### src/rtl/rsa_modexp_engine.sv
`timescale 1ns/1ps
`default_nettype none
// ============================================================================
// rsa_modexp_engine : result = msg^exp mod modulus, right-to-left square-and-
//                     multiply over a bit-serial interleaved modular multiplier
// Revision 1.0
// ============================================================================
module rsa_modexp_engine #(
    parameter int WIDTH     = 32,
    parameter int EXP_WIDTH = 32
) (
    input  logic                 clk,
    input  logic                 reset_n,
    input  logic                 in_valid,
    output logic                 in_ready,
    input  logic [WIDTH-1:0]     msg,
    input  logic [EXP_WIDTH-1:0] exp,
    input  logic [WIDTH-1:0]     modulus,
    input  logic                 abort,
    output logic                 busy,
    output logic                 out_valid,
    input  logic                 out_ready,
    output logic [WIDTH-1:0]     result,
    output logic                 err
);

    localparam int CNT_W = (WIDTH > 1) ? $clog2(WIDTH) : 1;

    typedef enum logic [2:0] {
        S_IDLE   = 3'd0,
        S_REDUCE = 3'd1,
        S_SELECT = 3'd2,
        S_MUL_R  = 3'd3,
        S_MUL_B  = 3'd4,
        S_DONE   = 3'd5
    } state_e;

    state_e               state_q;
    logic [WIDTH-1:0]     mod_q;
    logic [EXP_WIDTH-1:0] exp_q;
    logic [WIDTH-1:0]     base_q;
    logic [WIDTH-1:0]     res_q;
    logic [WIDTH-1:0]     acc_q;
    logic [WIDTH-1:0]     mul_a_q;
    logic [WIDTH-1:0]     mul_b_q;
    logic [CNT_W-1:0]     cnt_q;
    logic [WIDTH-1:0]     result_q;
    logic                 err_q;
    logic                 out_valid_q;

    logic [WIDTH:0]       w_n_ext;
    logic [WIDTH:0]       w_dbl;
    logic [WIDTH:0]       w_dbl_red;
    logic [WIDTH:0]       w_sum;
    logic [WIDTH-1:0]     acc_d;
    logic                 w_last;

    // One interleaved step: acc = (2*acc + bit*a) mod n, on a WIDTH+1 bit path
    always_comb begin
        w_n_ext   = {1'b0, mod_q};
        w_dbl     = {acc_q, 1'b0};
        w_dbl_red = (w_dbl >= w_n_ext) ? (w_dbl - w_n_ext) : w_dbl;
        w_sum     = w_dbl_red + (mul_b_q[WIDTH-1] ? {1'b0, mul_a_q} : '0);
        acc_d     = (w_sum >= w_n_ext) ? WIDTH'(w_sum - w_n_ext) : w_sum[WIDTH-1:0];
    end

    assign w_last    = (cnt_q == CNT_W'(WIDTH - 1));
    assign in_ready  = (state_q == S_IDLE);
    assign busy      = !in_ready;
    assign out_valid = out_valid_q;
    assign result    = result_q;
    assign err       = err_q;

    always_ff @(posedge clk or negedge reset_n) begin
        if (!reset_n) begin
            state_q     <= S_IDLE;
            mod_q       <= '0;
            exp_q       <= '0;
            base_q      <= '0;
            res_q       <= '0;
            acc_q       <= '0;
            mul_a_q     <= '0;
            mul_b_q     <= '0;
            cnt_q       <= '0;
            result_q    <= '0;
            err_q       <= 1'b0;
            out_valid_q <= 1'b0;
        end else if (state_q != S_IDLE && abort) begin
            state_q     <= S_IDLE;
            result_q    <= '0;
            err_q       <= 1'b0;
            out_valid_q <= 1'b0;
        end else begin
            case (state_q)
                S_IDLE: begin
                    if (in_valid) begin
                        if (modulus < WIDTH'(2)) begin
                            state_q     <= S_DONE;
                            err_q       <= 1'b1;
                            result_q    <= '0;
                            out_valid_q <= 1'b1;
                        end else begin
                            // The accept edge performs the first reduction step
                            // directly: with acc=0 and a=1 it yields msg's MSB.
                            mod_q   <= modulus;
                            exp_q   <= exp;
                            mul_a_q <= WIDTH'(1);
                            acc_q   <= {{(WIDTH-1){1'b0}}, msg[WIDTH-1]};
                            mul_b_q <= {msg[WIDTH-2:0], 1'b0};
                            cnt_q   <= CNT_W'(1);
                            state_q <= S_REDUCE;
                        end
                    end
                end
                S_REDUCE, S_MUL_R, S_MUL_B: begin
                    acc_q   <= acc_d;
                    mul_b_q <= {mul_b_q[WIDTH-2:0], 1'b0};
                    cnt_q   <= cnt_q + CNT_W'(1);
                    if (w_last) begin
                        if (state_q == S_REDUCE) begin
                            base_q  <= acc_d;
                            res_q   <= WIDTH'(1);
                            state_q <= S_SELECT;
                        end else if (state_q == S_MUL_R) begin
                            res_q <= acc_d;
                            // No squaring needed when no exponent bits remain
                            if (exp_q[EXP_WIDTH-1:1] == '0) begin
                                result_q    <= acc_d;
                                out_valid_q <= 1'b1;
                                exp_q       <= exp_q >> 1;
                                state_q     <= S_DONE;
                            end else begin
                                acc_q   <= '0;
                                cnt_q   <= '0;
                                mul_a_q <= base_q;
                                mul_b_q <= base_q;
                                state_q <= S_MUL_B;
                            end
                        end else begin
                            base_q  <= acc_d;
                            exp_q   <= exp_q >> 1;
                            state_q <= S_SELECT;
                        end
                    end
                end
                S_SELECT: begin
                    if (exp_q == '0) begin
                        result_q    <= res_q;
                        out_valid_q <= 1'b1;
                        state_q     <= S_DONE;
                    end else begin
                        acc_q   <= '0;
                        cnt_q   <= '0;
                        mul_b_q <= base_q;
                        mul_a_q <= exp_q[0] ? res_q : base_q;
                        state_q <= exp_q[0] ? S_MUL_R : S_MUL_B;
                    end
                end
                S_DONE: begin
                    if (out_ready) begin
                        state_q     <= S_IDLE;
                        result_q    <= '0;
                        err_q       <= 1'b0;
                        out_valid_q <= 1'b0;
                    end
                end
                default: state_q <= S_IDLE;
            endcase
        end
    end

endmodule
`default_nettype wire

### config.mk
export PLATFORM = sky130hd
export DESIGN_NAME = rsa_modexp_engine
export DESIGN_NICKNAME = d
export VERILOG_FILES = /design/src/rtl/rsa_modexp_engine.sv
export SDC_FILE = /design/constraint.sdc
export NUM_CORES = 1
export LEC_CHECK = 0
export CELL_PAD_IN_SITES_DETAIL_PLACEMENT = 1
export CELL_PAD_IN_SITES_GLOBAL_PLACEMENT = 2
export CORE_ASPECT_RATIO = 0.5
export CORE_MARGIN = 3
export CORE_UTILIZATION = 37
export CTS_CLUSTER_SIZE = 30
export DETAILED_ROUTE_END_ITERATION = 10
export GPL_TIMING_DRIVEN = 0
export PLACE_DENSITY = 0.83
export SYNTH_ARGS = -nofsm -noshare
export SYNTH_HDL_FRONTEND = slang
export SYNTH_SLANG_ARGS = --single-unit
### constraint.sdc
create_clock -name clk -period 10.2 [get_ports clk]
set_input_delay 1.02 -clock clk [delete_from_list [all_inputs] [get_ports clk]]
set_output_delay 1.02 -clock clk [all_outputs]
set_load 0.05 [all_outputs]
==> flow_summary.json <==
{
  "status": "finished, final reports clean",
  "timing.final.crit_share_pct": 96.5,
  "nNetsFinal": 2268,
  "overflow": 0,
  "layout_common_cells": "266 x dfrtp_1, 224 x nand2_1, 199 x o21ai_0",
  "io_buffers": 136,
  "holdBufCountCts": 0,
  "fillers": 5152,
  "ys_seq_area_share_pct": 39.1,
  "hold_class": "flip-flop to flip-flop",
  "grt_first_pass_wirelength_mm": 96.2,
  "track_usage_pct": 25.7,
  "synth_edf_count": 0,
  "setup_violations": 0,
  "finalWeightedCongestion": 0.897,
  "root_buffer": "clkbuf_16",
  "slowest_delay_ns": 0.60,
  "crit_fanout": 10,
  "clock-sinks": 266,
  "hpwl_mm": 49.1,
  "die_x_um": 309,
  "rsz0062_at_grt": "false",
  "synthDominantCellAreaShare_pct": 39.1,
  "yosysUniqueCellTypes": 73,
  "final_common_cell": "dfrtp_1",
  "cts_tree": "yes",
  "netlist_instances": 1896,
  "antenna_found_initial": 1,
  "dr.pass1.iters": 7,
  "fmax_ghz": 0.102,
  "drc": 0,
  "yosys_most_used_dff": "dfrtp_1",
  "max_cap_violations": 0,
  "period_needed_ns": 9.84,
  "max_slew_margin_pct": 9.37,
  "start_util_pct": 38.3,
  "die_area_um2": 48700,
  "fin_util_pct": 45.9,
  "wl_per_cell_um": 23.7,
  "tns_ns": 0,
  "row_count": 54,
  "required_ns": 10.62,
  "arrival_ns": 10.27,
  "finalHoldViolCount": 0,
  "core_um2": 44500,
  "grt_max_degree": 111,
  "synth.area.top_cells": "dfrtp_1 39%, ha_1 7.2%, o21ai_0 5.9%",
  "synth-seq-cells": 266,
  "dieHeight_um": 158,
  "end_kind": "flip-flop",
  "max_slew.worst_pin.slew_ns": 1.36,
  "drive_gt1_share_pct": 7.52,
  "vias": 15582,
  "crit_slowest_cell": "mux2i_1",
  "via_per_inst": 5.82,
  "io-pin-count": 137,
  "antenna_left": 0,
  "path_clk_slew_ns": 0.07,
  "startpoint_type": "flip-flop",
  "crit_type": "flip-flop to flip-flop",
  "routed_wl_mm": 63.4,
  "syn_area_per_cell_um2": 8.97,
  "yosys.area.top_type": "dfrtp_1",
  "syn_to_final_growth_pct": 20.1,
  "clkLatencyLatePin_ns": 0.60,
  "placed_area_um2": 19200,
  "syn_nets": 2098,
  "synth_area_um2": 17000,
  "drv_slew": 0,
  "cts_buffers": 28,
  "htreeDepth": 1,
  "finClkSkew_ns": 0.0441,
  "drtIter0Drc": 1269,
  "hold_ws_ns": 0.473,
  "synth_warnings": 0,
  "cp_common_cell": "and3_1",
  "grt_pass1_vias": 15833,
  "clock_path_buffers": 3,
  "ys_async_sr_fraction_pct": 100,
  "stdcell_area_um2": 20400
}
## cells in the mapped netlist (5+ instances only)
master	number
a211oi_1	18
a21o_1	38
a21oi_1	150
a222oi_1	31
a22oi_1	63
a31oi_1	11
and2_1	39
and3_1	8
and4_1	5
buf_1	6
buf_2	7
clkbuf_1	91
dfrtp_1	266
ha_1	98
inv_1	69
mux2_2	46
mux2i_1	61
nand2_1	225
nand2b_1	13
nand3_1	19
nand4_1	22
nor2_1	109
nor2b_1	11
nor3_1	15
nor4_1	17
o211ai_1	13
o21a_1	11
o21ai_0	200
o21ai_1	10
o21bai_1	13
o31ai_1	52
xnor2_1	61
xor2_1	25
## worst max-delay path, delay by kind of cell, from the launching register on
kind,cells,cell delay (ns)
compound gates,13,3.90
flops,1,0.35
fa+ha+maj,3,1.12
buf+inv,5,1.33
mux,1,0.60
simple gates,9,2.14
xor+xnor,1,0.24
## what timing repair did
item / in CTS / in global routing
buffers inserted: 0 / 2
gates resized for setup: 7 / 39
pin swaps: 0 / 1
endpoints found under the setup margin: 118 / 116
## metal layers
layer | up-vias | global-route usage, % | part of all wire [%]
met5 | - | 0 | 0
met4 | 0 | 3.57 | 1.3
met3 | 60 | 3.96 | 5.5
met2 | 362 | 40.1 | 43
met1 | 7855 | 38.4 | 50
li1 | 7305 | - | -
## worst paths after layout
| path | startpoint | to | slack [ns] | cells past startpoint |
|---|---|---|---|---|
| worst max-delay path | mod_q[5] | acc_q[23] | 0.36 | 32 |
| worst min-delay path | mul_a_q[25] | mul_a_q[25] | 0.47 | 2 |
| worst max register to register | mod_q[5] | acc_q[23] | 0.36 | 32 |
| worst min register to register | mul_a_q[25] | mul_a_q[25] | 0.47 | 2 |
| max in group asynchronous | reset_n | mod_q[17] | 8.66 | 2 |
| min in group asynchronous | reset_n | exp_q[23] | 0.52 | 1 |
## registers in the layout, summed over array words and instances, names as in the netlist, 32 cells and up
register	count
acc_q	32
res_q	32
base_q	32
result	32
mod_q	32
mul_a_q	32
mul_b_q	32
exp_q	32
## per-stage QoR
step                      setup WS, ns  std cells
after detailed placement        -0.525       2622
final                            0.357       2679
after floorplan                   3.02       1896
after global placement           -4.18       2620
after CTS                       0.0876       2674
after global routing           0.00863       2676
## cell families after synthesis
kind of cell | count (synthesis) | synth area share, %
AO/OA/AOI/OAI | 658 | 24.7
XOR/XNOR | 86 | 4.43
adder cells (fa/ha/maj) | 101 | 7.56
buffers and inverters | 178 | 4.13
flip-flops | 266 | 39.1
multiplexers | 107 | 6.63
AND/OR/NAND/NOR | 500 | 13.5
## final cells by class
cell class,instances,area [um^2],share of cell area [%]
Tap cell,588,736,3.60
Clock inverter,13,198,0.968
Inverter,69,259,1.27
Antenna cell,3,7.51,0.0368
Sequential cell,266,6660,32.6
Buffer,109,448,2.19
Multi-Input combinational cell,1452,9850,48.2
Timing Repair Buffer,140,1440,7.03
Clock buffer,39,832,4.07
Power is left out: the tool's default activity adds up to more than one toggle a clock period on the data nets, which glitch-free logic cannot reach.
